`src/rtl/mode_abcd_sls_detector.sv`:
```
// SSR Mode A/B/C/D interrogation detector with P2 side-lobe suppression.
// Follows P1 with a timed window for an optional P2 and one P3 window per
// mode. Emits one message per decoded interrogation, an SLS strobe, or a
// reject strobe for any sequence that does not decode.
module mode_abcd_sls_detector #(
    parameter int WIDTH     = 16,
    parameter int CNT_W     = 12,
    parameter int TOL       = 3,
    parameter int P2_LO     = 118,
    parameter int P2_HI     = 128,
    parameter int PEAK_LEN  = 20,
    parameter int P3A_C     = 492,
    parameter int P3B_C     = 1044,
    parameter int P3C_C     = 1290,
    parameter int P3D_C     = 1536,
    parameter int SLS_SHIFT = 2,
    parameter int SUPP_LEN  = 2150
) (
    input  logic                 clk,
    input  logic                 rst,
    input  logic                 rise_in,
    input  logic                 pulse_validated,
    input  logic [WIDTH-1:0]     data_in,
    input  logic [3:0]           mode_en,
    output logic                 msg_valid,
    output logic [2*WIDTH+7:0]   msg_data,
    output logic                 sls_pulse,
    output logic                 reject_pulse,
    output logic                 busy
);

    localparam logic [1:0] S_IDLE = 2'd0;
    localparam logic [1:0] S_WAIT = 2'd1;
    localparam logic [1:0] S_SUPP = 2'd2;

    // A and C keep the legacy codes; B and D take the next free bits.
    localparam logic [7:0] CODE_A = 8'h01;
    localparam logic [7:0] CODE_C = 8'h02;
    localparam logic [7:0] CODE_B = 8'h04;
    localparam logic [7:0] CODE_D = 8'h08;

    logic [1:0]       state;
    logic [CNT_W-1:0] cnt;
    logic [CNT_W-1:0] p2cnt;
    logic [WIDTH-1:0] p1_peak;
    logic [WIDTH-1:0] p2_peak;
    logic             p2_seen;

    logic             edge_det;
    logic             p2_win;
    logic             timeout;
    logic             sls_hit;
    logic [3:0]       win;
    logic             hit_any;
    logic [7:0]       sel_code;
    logic [WIDTH-1:0] sls_thr;

    function automatic logic in_win(input logic [CNT_W-1:0] c, input int centre);
        int v;
        v = int'(c);
        return (v >= centre - TOL) && (v <= centre + TOL);
    endfunction

    assign edge_det = rise_in & pulse_validated;
    assign p2_win   = (int'(cnt) >= P2_LO) && (int'(cnt) <= P2_HI);
    assign timeout  = int'(cnt) > (P3D_C + TOL);
    assign sls_thr  = p1_peak - (p1_peak >> SLS_SHIFT);
    assign sls_hit  = p2_seen && (int'(p2cnt) == PEAK_LEN) && (p2_peak >= sls_thr);
    assign busy     = (state != S_IDLE);

    assign win[0] = in_win(cnt, P3A_C);
    assign win[1] = in_win(cnt, P3B_C);
    assign win[2] = in_win(cnt, P3C_C);
    assign win[3] = in_win(cnt, P3D_C);

    // Pick the enabled P3 window the counter sits in; A first if windows overlap.
    always_comb begin
        hit_any  = 1'b1;
        sel_code = 8'h00;
        if (win[0] && mode_en[0])      sel_code = CODE_A;
        else if (win[1] && mode_en[1]) sel_code = CODE_B;
        else if (win[2] && mode_en[2]) sel_code = CODE_C;
        else if (win[3] && mode_en[3]) sel_code = CODE_D;
        else                           hit_any = 1'b0;
    end

    // Sequence FSM: peak tracking, P2/P3 window decode, SLS and suppression hold.
    always_ff @(posedge clk or posedge rst) begin
        if (rst) begin
            state        <= S_IDLE;
            cnt          <= '0;
            p2cnt        <= '0;
            p1_peak      <= '0;
            p2_peak      <= '0;
            p2_seen      <= 1'b0;
            msg_valid    <= 1'b0;
            msg_data     <= '0;
            sls_pulse    <= 1'b0;
            reject_pulse <= 1'b0;
        end else begin
            msg_valid    <= 1'b0;
            sls_pulse    <= 1'b0;
            reject_pulse <= 1'b0;
            case (state)
                S_IDLE: begin
                    if (edge_det) begin
                        cnt     <= '0;
                        p2cnt   <= '0;
                        p1_peak <= data_in;
                        p2_peak <= '0;
                        p2_seen <= 1'b0;
                        state   <= S_WAIT;
                    end
                end
                S_WAIT: begin
                    cnt <= cnt + 1'b1;
                    if (int'(cnt) < PEAK_LEN && data_in > p1_peak)
                        p1_peak <= data_in;
                    // p2cnt stops one past PEAK_LEN so the SLS compare fires once.
                    if (p2_seen && int'(p2cnt) <= PEAK_LEN)
                        p2cnt <= p2cnt + 1'b1;
                    if (p2_seen && int'(p2cnt) < PEAK_LEN && data_in > p2_peak)
                        p2_peak <= data_in;
                    if (sls_hit) begin
                        // SLS outranks any edge arriving in the same cycle.
                        sls_pulse <= 1'b1;
                        cnt       <= '0;
                        state     <= S_SUPP;
                    end else if (edge_det) begin
                        if (p2_win && !p2_seen) begin
                            p2_seen <= 1'b1;
                            p2_peak <= data_in;
                            p2cnt   <= '0;
                        end else if (hit_any) begin
                            msg_valid <= 1'b1;
                            msg_data  <= {p1_peak, p2_peak, sel_code};
                            state     <= S_IDLE;
                        end else begin
                            reject_pulse <= 1'b1;
                            state        <= S_IDLE;
                        end
                    end else if (timeout) begin
                        reject_pulse <= 1'b1;
                        state        <= S_IDLE;
                    end
                end
                S_SUPP: begin
                    cnt <= cnt + 1'b1;
                    if (int'(cnt) == SUPP_LEN - 1) begin
                        cnt   <= '0;
                        state <= S_IDLE;
                    end
                end
                default: state <= S_IDLE;
            endcase
        end
    end

endmodule

```
`config.mk`:
```
export PLATFORM = sky130hd
export DESIGN_NAME = mode_abcd_sls_detector
export DESIGN_NICKNAME = d
export VERILOG_FILES = /design/src/rtl/mode_abcd_sls_detector.sv
export SDC_FILE = /design/constraint.sdc
export NUM_CORES = 1
export LEC_CHECK = 0
export ABC_AREA = 0
export CORE_UTILIZATION = 40
export DETAILED_ROUTE_END_ITERATION = 8
export GPL_ROUTABILITY_DRIVEN = 0
export GPL_TIMING_DRIVEN = 0
export PLACE_DENSITY = 0.65
export SLEW_MARGIN = 20
export SYNTH_ARGS = -nofsm -noshare
export SYNTH_HDL_FRONTEND = slang
export SYNTH_SLANG_ARGS = --single-unit
```
`constraint.sdc`:
```
create_clock -name clk -period 6.4 [get_ports clk]
set_input_delay 0.64 -clock clk [delete_from_list [all_inputs] [get_ports clk]]
set_output_delay 0.64 -clock clk [all_outputs]
set_load 0.01 [all_outputs]
```
## Yosys cells after proc, flatten, opt, wreduce, memory -nomap -nowiden

Index checks and enable logic that the tools add are counted.

| word-level totals | value |
|---|---|
| flip-flop bits (word level) | 102 |
| output and inout bits | 44 |
| logic and storage cells | 123 |

| cells by class | value |
|---|---|
| $add $sub $neg | 3 |
| $lt $le $gt $ge | 17 |
| eq/ne operators | 12 |
| multiplexer cells | 51 |
| bitwise operators | 3 |
| reduce and logical (&&, ||, !) cells | 27 |

Operators by type and width:

| operator | count |
|---|---|
| $mux 16 | 7 |
| $mux 12 | 7 |
| $pmux 16 s2 | 2 |
| $ge 12x11->1 const B | 3 |
| $le 12x11->1 const B | 3 |
| $pmux 12 s3 | 1 |
| $gt 16x16->1 | 2 |
| $add 12x1->12 const B | 2 |
| $lt 12x5->1 const B | 2 |
| $pmux 12 s2 | 1 |
| $mux 1 | 21 |
| $ge 16x16->1 | 1 |
| $logic_and 1x1->1 | 16 |
| $mux 4 | 4 |
| $sub 16x14->16 | 1 |
| $eq 12x12->1 const B | 1 |
| $eq 12x6->1 const B | 1 |
| $ge 12x7->1 const B | 1 |
| $ge 12x9->1 const B | 1 |
| $gt 12x11->1 const B | 1 |
| $le 12x5->1 const B | 1 |
| $le 12x8->1 const B | 1 |
| $le 12x9->1 const B | 1 |
| $mux 2 | 6 |
| other kinds (16) | 26 |

## Logic depth before layout (Yosys ltp)

Gate-level depths: netlist of the first run.

| depth | value |
|---|---|
| word-level depth | 12 |
| gate-level depth with buffers | 19 |

## Worst setup path after synthesis of the first run

No wires, ideal clock.

| timing | value |
|---|---|
| path kind | register to register |
| start | register p1_peak[0] |
| end | register msg_data[13] |
| data arrival time | 4.278 ns |
| slack | 1.997 ns |
| cell stages (with the launch flop) | 19 |
| path buffers | 2 |
| period minus slack after synthesis | 4.403 ns |
| cells stage by stage | dfrtp_1 -> inv_1 -> ha_1 -> inv_1 -> fa_1 -> a211oi_1 -> o21ai_0 -> a21oi_1 -> o2bb2ai_1 -> o311ai_0 -> ha_1 -> and3_1 -> a2111oi_2 -> nor4_1 -> o32a_4 -> a311o_1 -> buf_6 -> buf_12 -> mux2_4 |

| between the ends | value |
|---|---|
| longest elaborated chain between the ends | 5 |

Ends and longest elaborated chain:

| what | line | text |
|---|---|---|
| start, declared | 45 | `logic [WIDTH-1:0] p1_peak;` |
| start signal, assigned | 109 | `p1_peak <= data_in;` |
| start signal, assigned | 118 | `p1_peak <= data_in;` |
| $sub 16x14->16 | 67 | `assign sls_thr = p1_peak - (p1_peak >> SLS_SHIFT);` |
| $ge 16x16->1 | 68 | `assign sls_hit = p2_seen && (int'(p2cnt) == PEAK_LEN) && (p2_peak >= sls_thr);` |
| $logic_and 1x1->1 | 68 |  |
| $not 1->1 (no line) | - |  |
| $reduce_and 5->1 (no line) | - |  |
| end signal, assigned | 136 | `msg_data <= {p1_peak, p2_peak, sel_code};` |
| end, declared | 26 | `output logic [2*WIDTH+7:0] msg_data,` |

Every way passes these cells.
A chain may end at the register's enable or synchronous reset.

## Worst setup path in the final report of the first run

| timing | value |
|---|---|
| start | register p1_peak[0] |
| end | register msg_data[16] |

The elaborated chain is that of the path after synthesis.

==> results.cfg, run 1 <==
[grt]
grt_pass1_vias = 5149
grt_max_degree = 61
grt_use_total_pct = 20.0
grt.overflow.total = 0
antenna_found_initial = 0
grt_pass1_wl_mm = 26.0

[logic_synthesis]
syn_area_sq_mm = 0.00649
ys.warnings.count = 0
ys_seq_area_share_pct = 37.8
yosys-top-cells-area = dfrtp_1 (38%), ha_1 (14%), mux2_4 (6.5%)
synthArstFlopShare_pct = 100
synthCells = 647
synth_top_area_cell = dfrtp_1
synth.avg_cell_area_sq_um = 10.0
yosys_most_used_dff = dfrtp_1
synthDistinctLibCells = 74
synth_top_cell_area_share_pct = 37.8
synth_seq_cells = 98
synth-edff-count = 0

[sta]
relSlewSlack_pct = 46.7
setup-violations-final = 0
finalHoldViolCount = 0
skew_ns = 0.00732
tightest_slew_ns = 0.794
tns_ns = 0
fmax_ghz = 0.190
rsz0062_at_grt = false
fin_crit_sh_pct = 82.2
min_period_ns = 5.26
slew_violations = 0

[layout]
num_antenna_cells = 0
layout.nets = 821
area_growth_pct = 19.3
final_core_util_pct = 48.8
drive_above_1_share_pct = 12.1

[pwr]
sequentialPowerShare_pct = 26.9
power_density_mw_per_mm2 = 375
leakagePower_nw = 3.60
internal-power_w = 0.00169
peakVddDrop_v = 0.000202
switchingPower_w = 0.00121
pwr-share-clk_pct = 20.0
pwr-share-comb_pct = 53.2
power.share.switching_pct = 41.6

[cts]
cts_resized = 0
cts_buffers = 9
clk_transition_reported_paths_ns = 0.07
ctsRootBufferMaster = clkbuf_16
worstSkewPairLatency_ns = 0.35
cts_max_level = 3
clock_path_buffers = 2
post_cts_buffers = 0
cts_tree = built
cts_sinks = 98
holdBufCountCts = 0

[setup_path]
slowest_stage = a2111oi_2
rrSetupSlack_ns = 1.14
startpoint = p1_peak[0]
cp.arrival_ns = 5.49
crit_chain = inv_1 > ha_1 > inv_1 > fa_1 > a211oi_1 > o21ai_0 > a21oi_1 > o2bb2ai_1 > o311ai_0 > ha_1 > and3_1 > a2111oi_2 > nor4_1 > o32a_4 > a311o_1 > buf_6 > buf_12 > mux2_4
critical_path.max_fanout = 10
worstReg2RegStart = p1_peak[0]
path_class = flop to flop
path_buf_inv = 4
end_kind = flop
slowest_delay_ns = 0.50
crit_family = compound AO/OA/AOI/OAI gates
cp.required_ns = 6.63
startpoint_type = flop

[placed_design]
port_buffers = 63
place_hpwl_mm = 12.1

[die]
io_pins = 68
start_util_pct = 40.9
dieArea_sq_mm = 0.0167
core_sq_mm = 0.0159
dieHeight_microns = 129
die_width_microns = 129
core.rowCount = 46

[routing]
first_pass_iters = 5
routed_wl_mm = 15.7
drtIter0Drc = 328
drtAntennaViolNets = 0
vias_per_cell = 5.48
avgRoutedWirePerCell_microns = 16.6
drc = 0
dr_total_vias = 5175

[worst_hold_path]
min_path_type = flop to flop
min-delay-start = msg_data[3]

[status]
outcome = finished clean

[flow_run]
maxCapViolCount = 0
placed cells by master (no fill, tap or decap), types with 5 or more instances in the layout:
cell type / count
nand2_1: 61
clkdlybuf4s50_1: 63
inv_1: 54
a21oi_1: 27
nand3_1: 18
and2_1: 13
dfrtp_1: 98
or3_1: 6
nand4_1: 12
buf_2: 5
nor2_1: 26
mux2_2: 21
nand2b_1: 6
o22ai_1: 21
o21ai_0: 33
xnor2_1: 8
mux2_4: 28
clkbuf_16: 9
clkbuf_1: 10
ha_1: 71
a21o_1: 10
nor4_1: 8
nor3_1: 13
flip-flops by register name, summed over array words and instances (netlist names), 2 cells and up:
name      flops
cnt          12
p2cnt        12
msg_data     36
p2_peak      16
p1_peak      16
state         2
final cells by class:
type / instances / area (sq um)
clock buffer: 10 / 229
multi-input combinational: 474 / 3680
sequential: 98 / 2450
clock inverter: 5 / 80.1
inverter: 55 / 211
buffer: 23 / 164
fill: 1481 / 8140
tap: 216 / 270
timing repair buffer: 64 / 658
power by group through the flow:
stage | Combinational, W | Clock [W] | Sequential, W
floorplan | 0.00118 | 0 | 0.000759
global placement | 0.00146 | 0 | 0.000788
detailed placement | 0.00152 | 0 | 0.000791
CTS | 0.00153 | 0.000594 | 0.000779
global route | 0.00174 | 0.000619 | 0.000794
finish | 0.00154 | 0.000580 | 0.000780
worst paths after layout:
check	depth (start not counted)	end
max in group asynchronous	3	p2cnt[0]
worst min-delay path	1	msg_data[3]
worst min register to register	1	msg_data[3]
worst max-delay path	18	msg_data[16]
worst max register to register	18	msg_data[16]
min in group asynchronous	2	msg_data[26]
stage by stage:
stage / hold slack [ns] / instances / power, W / area [sq um] / setup slack (ns)
detailed placement: 0.468 / 930 / 0.00231 / 7440 / 1.21
finish: 0.478 / 945 / 0.00290 / 7750 / 1.14
CTS: 0.484 / 945 / 0.00291 / 7750 / 1.18
floorplan: 0.454 / 650 / 0.00194 / 6500 / 2.00
global route: 0.512 / 945 / 0.00315 / 7750 / 0.959
global placement: 0.465 / 929 / 0.00225 / 7410 / 1.30
layer usage:
metal,vias to the layer above,GRT usage (%),routed length (microns)
li1,2504,-,-
met1,2522,26.5,7440
met2,133,33.2,7400
met3,16,4.13,664
met4,0,5.47,224
met5,-,0,0
cell usage after synthesis, drive strengths merged, types with 3 or more instances:
cell / number
nor2b: 4
o21ai: 34
a31oi: 4
buf: 14
nor3: 13
nor3b: 3
or3: 6
a2111oi: 4
and3: 3
xor2: 4
nand4: 12
xnor2: 8
o21bai: 3
mux2: 49
nor2: 26
a21boi: 3
inv: 55
o211ai: 4
o31ai: 4
dfrtp: 98
and2: 13
nand2: 61
a21oi: 27
o21a: 4
clkbuf: 9
and4: 3
a211oi: 5
nor4: 8
ha: 71
a21o: 10
or4: 3
nand2b: 7
nand3: 18
o22ai: 21
worst register-to-register path, stage by stage (launching register included):
cell and delay (ns):
dfrtp_1 0.40, inv_1 0.08, ha_1 0.17, inv_1 0.05, fa_1 0.42, a211oi_1 0.34, o21ai_0 0.19, a21oi_1 0.34
o2bb2ai_1 0.20, o311ai_0 0.46, ha_1 0.36, and3_1 0.19, a2111oi_2 0.50, nor4_1 0.16, o32a_4 0.29, a311o_1 0.34
buf_6 0.17, buf_12 0.17, mux2_4 0.30
cells by family (layout without fill, tap and decap cells):
logic type	count (synthesis)	after routing	synth area share (%)
flops	98	98	37.8
other cells	1	4	0.0577
xor+xnor	12	12	1.62
mux	50	50	10.3
fa+ha+maj	72	72	14.0
compound gates	145	145	15.3
simple gates	191	191	15.3
buf+inv	78	157	5.70
Note: power is estimated with default switching activity, not from simulation.
==> run 2, diff against run 1 <==
--- a/config.mk
+++ b/config.mk
@@ -10,7 +10,7 @@
 export DETAILED_ROUTE_END_ITERATION = 8
 export GPL_ROUTABILITY_DRIVEN = 0
 export GPL_TIMING_DRIVEN = 0
-export PLACE_DENSITY = 0.65
+export PLACE_DENSITY = 0.67
 export SLEW_MARGIN = 20
 export SYNTH_ARGS = -nofsm -noshare
 export SYNTH_HDL_FRONTEND = slang
==> constraint.sdc (replaced) <==
create_clock -name clk -period 4.6 [get_ports clk]
set_input_delay 0.46 -clock clk [delete_from_list [all_inputs] [get_ports clk]]
set_output_delay 0.46 -clock clk [all_outputs]
set_load 0.01 [all_outputs]
==> results.cfg, run 2 (same netlist as run 1, synthesis figures left out) <==
[die]
start_util_pct = 40.9
dieHeight_microns = 129
io_pins = 68
die_width_microns = 129
core.rowCount = 46
dieArea_sq_mm = 0.0167
core_sq_mm = 0.0159

[cts]
clock_path_buffers = 2
worstSkewPairLatency_ns = 0.36
ctsRootBufferMaster = clkbuf_16
cts_max_level = 3
cts_tree = built
cts_buffers = 9
clk_transition_reported_paths_ns = 0.07
cts_sinks = 98

[setup_path]
cp.required_ns = 4.83
startpoint_type = flop
path_class = flop to flop
cp.arrival_ns = 4.70
crit_top_cell = ha_1
slowest_stage = dfrtp_1
slowest_delay_ns = 0.42
crit_chain = inv_1 > ha_1 > nor2b_1 > o31ai_2 > a31oi_1 > nor2_2 > o31ai_1 > xnor2_1 > ha_1 > a21o_1 > a211oi_4 > nand4b_1 > o32a_4 > a311o_1 > buf_6 > buf_12 > mux2_4
end_kind = flop
critical_path.max_fanout = 10

[layout]
regMostFlops = msg_data
num_antenna_cells = 0
reg.largest.list = msg_data: 36 flops, p1_peak: 16 flops, p2_peak: 16 flops
layout_commonest_cell = dfrtp_1
final_core_util_pct = 50.0
area_growth_pct = 22.2
final_cell_mix = dfrtp_1 (98), ha_1 (70), clkdlybuf4s50_1 (63)
largest_reg_flops = 36
layout.nets = 826
fin_area_sq_mm = 0.00794
drive_above_1_share_pct = 14.6

[sta]
finalHoldViolCount = 0
slew_violations = 0
setup-violations-final = 0
fmax_ghz = 0.224
min_period_ns = 4.47
relSlewSlack_pct = 43.4
fin_ws_ns = 0.129
skew_ns = 0.0119
fin_crit_sh_pct = 97.2
tightest_slew_ns = 0.828

[pwr]
peakVddDrop_v = 0.000306
leakagePower_nw = 3.67
power_density_mw_per_mm2 = 559

[placed_design]
place_hpwl_mm = 11.9
port_buffers = 63
dp_slack_ns = -0.606
placed_area_sq_mm = 0.00744

[routing]
routed_wl_mm = 15.7
drc = 0
drtAntennaViolNets = 0
drtIter0Drc = 387
vias_per_cell = 5.52
avgRoutedWirePerCell_microns = 16.5
dr_total_vias = 5248
first_pass_iters = 6

[status]
outcome = finished clean

[flow_run]
maxCapViolCount = 0

[grt]
grt_max_degree = 61
grt.overflow.total = 0
grt_pass1_vias = 5190
grt_pass1_wl_mm = 25.7
grt_use_total_pct = 19.8
antenna_found_initial = 0

[worst_hold_path]
min_path_type = input port to asynchronous set/reset pin
-- run 2: layout make-up --
class	instances	area, sq um
Buffer	23	164
Clock buffer	10	239
Clock inverter	5	103
Fill cell	1444	7950
Inverter	55	211
Multi-Input combinational cell	474	3800
Sequential cell	98	2450
Tap cell	216	270
Timing Repair Buffer	69	696
-- run 2: worst max-delay path: cells and delay by family (launching register included) --
| family | cells | cell delay, ns |
|---|---|---|
| flip-flops | 1 | 0.42 |
| multiplexers | 1 | 0.29 |
| AO/OA/AOI/OAI | 7 | 1.82 |
| XOR/XNOR | 1 | 0.22 |
| AND/OR/NAND/NOR | 3 | 0.56 |
| buffers and inverters | 3 | 0.47 |
| adder cells (fa/ha/maj) | 2 | 0.53 |
-- run 2: power breakdown --
part | internal (W) | switching, W
registers | 0.000957 | 0.000128
logic | 0.00111 | 0.00137
clock network | 0.000542 | 0.000333
-- run 2: metal layers --
layer	global-route usage (%)	up-vias	wire, microns
met3	4.54	32	805
met5	0	-	0
met1	25.7	2524	7190
met4	7.66	0	371
met2	31.9	175	7290
li1	-	2517	-
-- run 2: worst paths after layout --
path,from,endpoint,slack (ns),cells past startpoint
setup / recovery,p1_peak[3],msg_data[18],0.13,17
hold / removal,rst,msg_data[27],0.48,2
setup reg to reg,p1_peak[3],msg_data[18],0.13,17
hold reg to reg,msg_data[1],msg_data[1],0.49,1
max in group asynchronous,rst,msg_data[21],3.49,3
min in group clk,msg_data[1],msg_data[1],0.49,1
-- run 2: through the flow --
step | setup TNS, ns | hold WS [ns] | total power, W | instances
after global placement | -18.28 | 0.464 | 0.00312 | 929
after global routing | -0.266 | 0.508 | 0.00475 | 950
after floorplan | 0 | 0.454 | 0.00270 | 650
after CTS | 0 | 0.486 | 0.00427 | 949
after detailed placement | -23.21 | 0.476 | 0.00322 | 930
final | 0 | 0.476 | 0.00444 | 950
-- run 2: repair_timing --
action / CTS / global route
gates resized for setup: 11 / 11
setup endpoints to repair: 48 / 41
setup buffers: 4 / 1
pin swaps: 5 / 9
hold buffers: 0 / 0
==> run 3, diff against run 2 <==
--- a/config.mk
+++ b/config.mk
@@ -6,6 +6,7 @@
 export NUM_CORES = 1
 export LEC_CHECK = 0
 export ABC_AREA = 0
+export CORE_MARGIN = 4
 export CORE_UTILIZATION = 40
 export DETAILED_ROUTE_END_ITERATION = 8
 export GPL_ROUTABILITY_DRIVEN = 0
==> results.cfg, run 3 (same netlist as run 1, synthesis figures left out) <==
[layout]
layout_commonest_cell = dfrtp_1
final_core_util_pct = 50.4
num_antenna_cells = 0
final_cells = 957
regMostFlops = msg_data
drive_above_1_share_pct = 16.7
layout.nets = 832
area_growth_pct = 23.4
final_cell_mix = dfrtp_1 (96), ha_1 (68), clkdlybuf4s50_1 (63)
reg.largest.list = msg_data: 36 flops, p1_peak: 16 flops, p2_peak: 16 flops
largest_reg_flops = 36

[setup_path]
startpoint_type = flop
crit_end = msg_data[22]
path_class = flop to flop
worstReg2RegEnd = msg_data[22]
cp.required_ns = 4.84
reg2reg_depth = 17
startpoint = p1_peak[4]
end_kind = flop
critical_path.max_fanout = 10
worstReg2RegStart = p1_peak[4]
cp.arrival_ns = 4.67
rrSetupSlack_ns = 0.17

[sta]
tns_ns = 0
fin_crit_sh_pct = 96.3
skew_ns = 0.0104
setup-violations-final = 0
min_period_ns = 4.43
relSlewSlack_pct = 45.5
slew_violations = 0
tightest_slew_ns = 0.816
finalHoldViolCount = 0
fmax_ghz = 0.226

[cts]
cts_tree = built
cts_sinks = 98
ctsRootBufferMaster = clkbuf_16
cts_buffers = 9
cts_max_level = 3
clk_transition_reported_paths_ns = 0.07
worstSkewPairLatency_ns = 0.36
clock_path_buffers = 2

[routing]
vias_per_cell = 5.55
routed_wl_mm = 16.3
drtAntennaViolNets = 0
drtIter0Drc = 340
first_pass_iters = 6
avgRoutedWirePerCell_microns = 17.0
dr_total_vias = 5316
drc = 0

[die]
die_width_microns = 135
core.rowCount = 46
core_sq_mm = 0.0159
dieHeight_microns = 135
io_pins = 68
dieArea_sq_mm = 0.0183
start_util_pct = 40.9

[placed_design]
dp.cells = 930
port_buffers = 63
place_hpwl_mm = 12.2

[grt]
grt.overflow.total = 0
grt_pass1_wl_mm = 26.9
grt_use_total_pct = 18.1
grt_max_degree = 60
grt_pass1_vias = 5375
antenna_found_initial = 0

[pwr]
peakVddDrop_v = 0.000272
power_density_mw_per_mm2 = 566
leakagePower_nw = 3.68

[flow_run]
maxCapViolCount = 0

[worst_hold_path]
min_path_type = input port to asynchronous set/reset pin

[status]
outcome = finished clean
-- run 3: how the worst min path moves through the flow --
stage	startpoint	to	slack (ns)	depth (start not counted)
2_1_floorplan	p2cnt[5]	p2cnt[5]	0.45	1
3_3_place_gp	msg_data[1]	msg_data[1]	0.46	1
3_5_place_dp	msg_data[1]	msg_data[1]	0.47	1
4_1_cts	msg_data[1]	msg_data[1]	0.49	1
5_1_grt	msg_data[1]	msg_data[1]	0.50	1
6_report	rst	p1_peak[3]	0.48	2
-- run 3: through the flow --
step                      setup WS [ns]  area, sq um  hold slack (ns)  power (W)
after detailed placement         -0.563         7440            0.473    0.00321
after global routing            -0.0409         8010            0.503    0.00489
after global placement           -0.503         7410            0.462    0.00312
final                             0.170         8010            0.481    0.00453
after CTS                       0.00778         7820            0.490    0.00419
after floorplan                   0.197         6500            0.454    0.00270
-- run 3: cell type report --
class / instances / area [sq um]
fill: 1458 / 7870
multi-input combinational: 474 / 3850
sequential: 98 / 2450
timing repair buffer: 75 / 741
tap: 216 / 270
clock buffer: 10 / 229
inverter: 55 / 211
buffer: 23 / 168
clock inverter: 6 / 90.1
-- run 3: routing by layer --
metal	GRT usage [%]	share of wire, %	wire, microns	vias up
li1	-	-	-	2522
met1	24.1	45	7360	2586
met2	29.3	47	7700	171
met3	3.57	5.0	809	37
met4	6.89	2.7	438	0
met5	0	0	0	-
-- run 3: critical path: stages, from the launching register on --
cell	delay, ns
dfrtp_1	0.40
inv_1	0.09
ha_2	0.40
o21a_1	0.20
o31ai_4	0.12
a31oi_4	0.23
nor2_4	0.09
o31ai_4	0.25
xnor2_1	0.17
ha_1	0.28
a21o_1	0.23
a211oi_2	0.30
nand4b_1	0.15
o32a_4	0.44
a311o_1	0.32
buf_8	0.17
buf_12	0.16
mux2_4	0.30
-- run 3: report_power, final --
group / total, W / internal (W) / switching, W
Clock: 0.000826 / 0.000479 / 0.000347
Combinational: 0.00262 / 0.00119 / 0.00143
Sequential: 0.00109 / 0.000959 / 0.000128
-- run 3: what timing repair did --
action,4_1_cts,5_1_grt
gates resized for setup,9,28
hold buffers,0,0
endpoints found under the setup margin,48,41
setup buffers,4,7
pin swaps,7,13
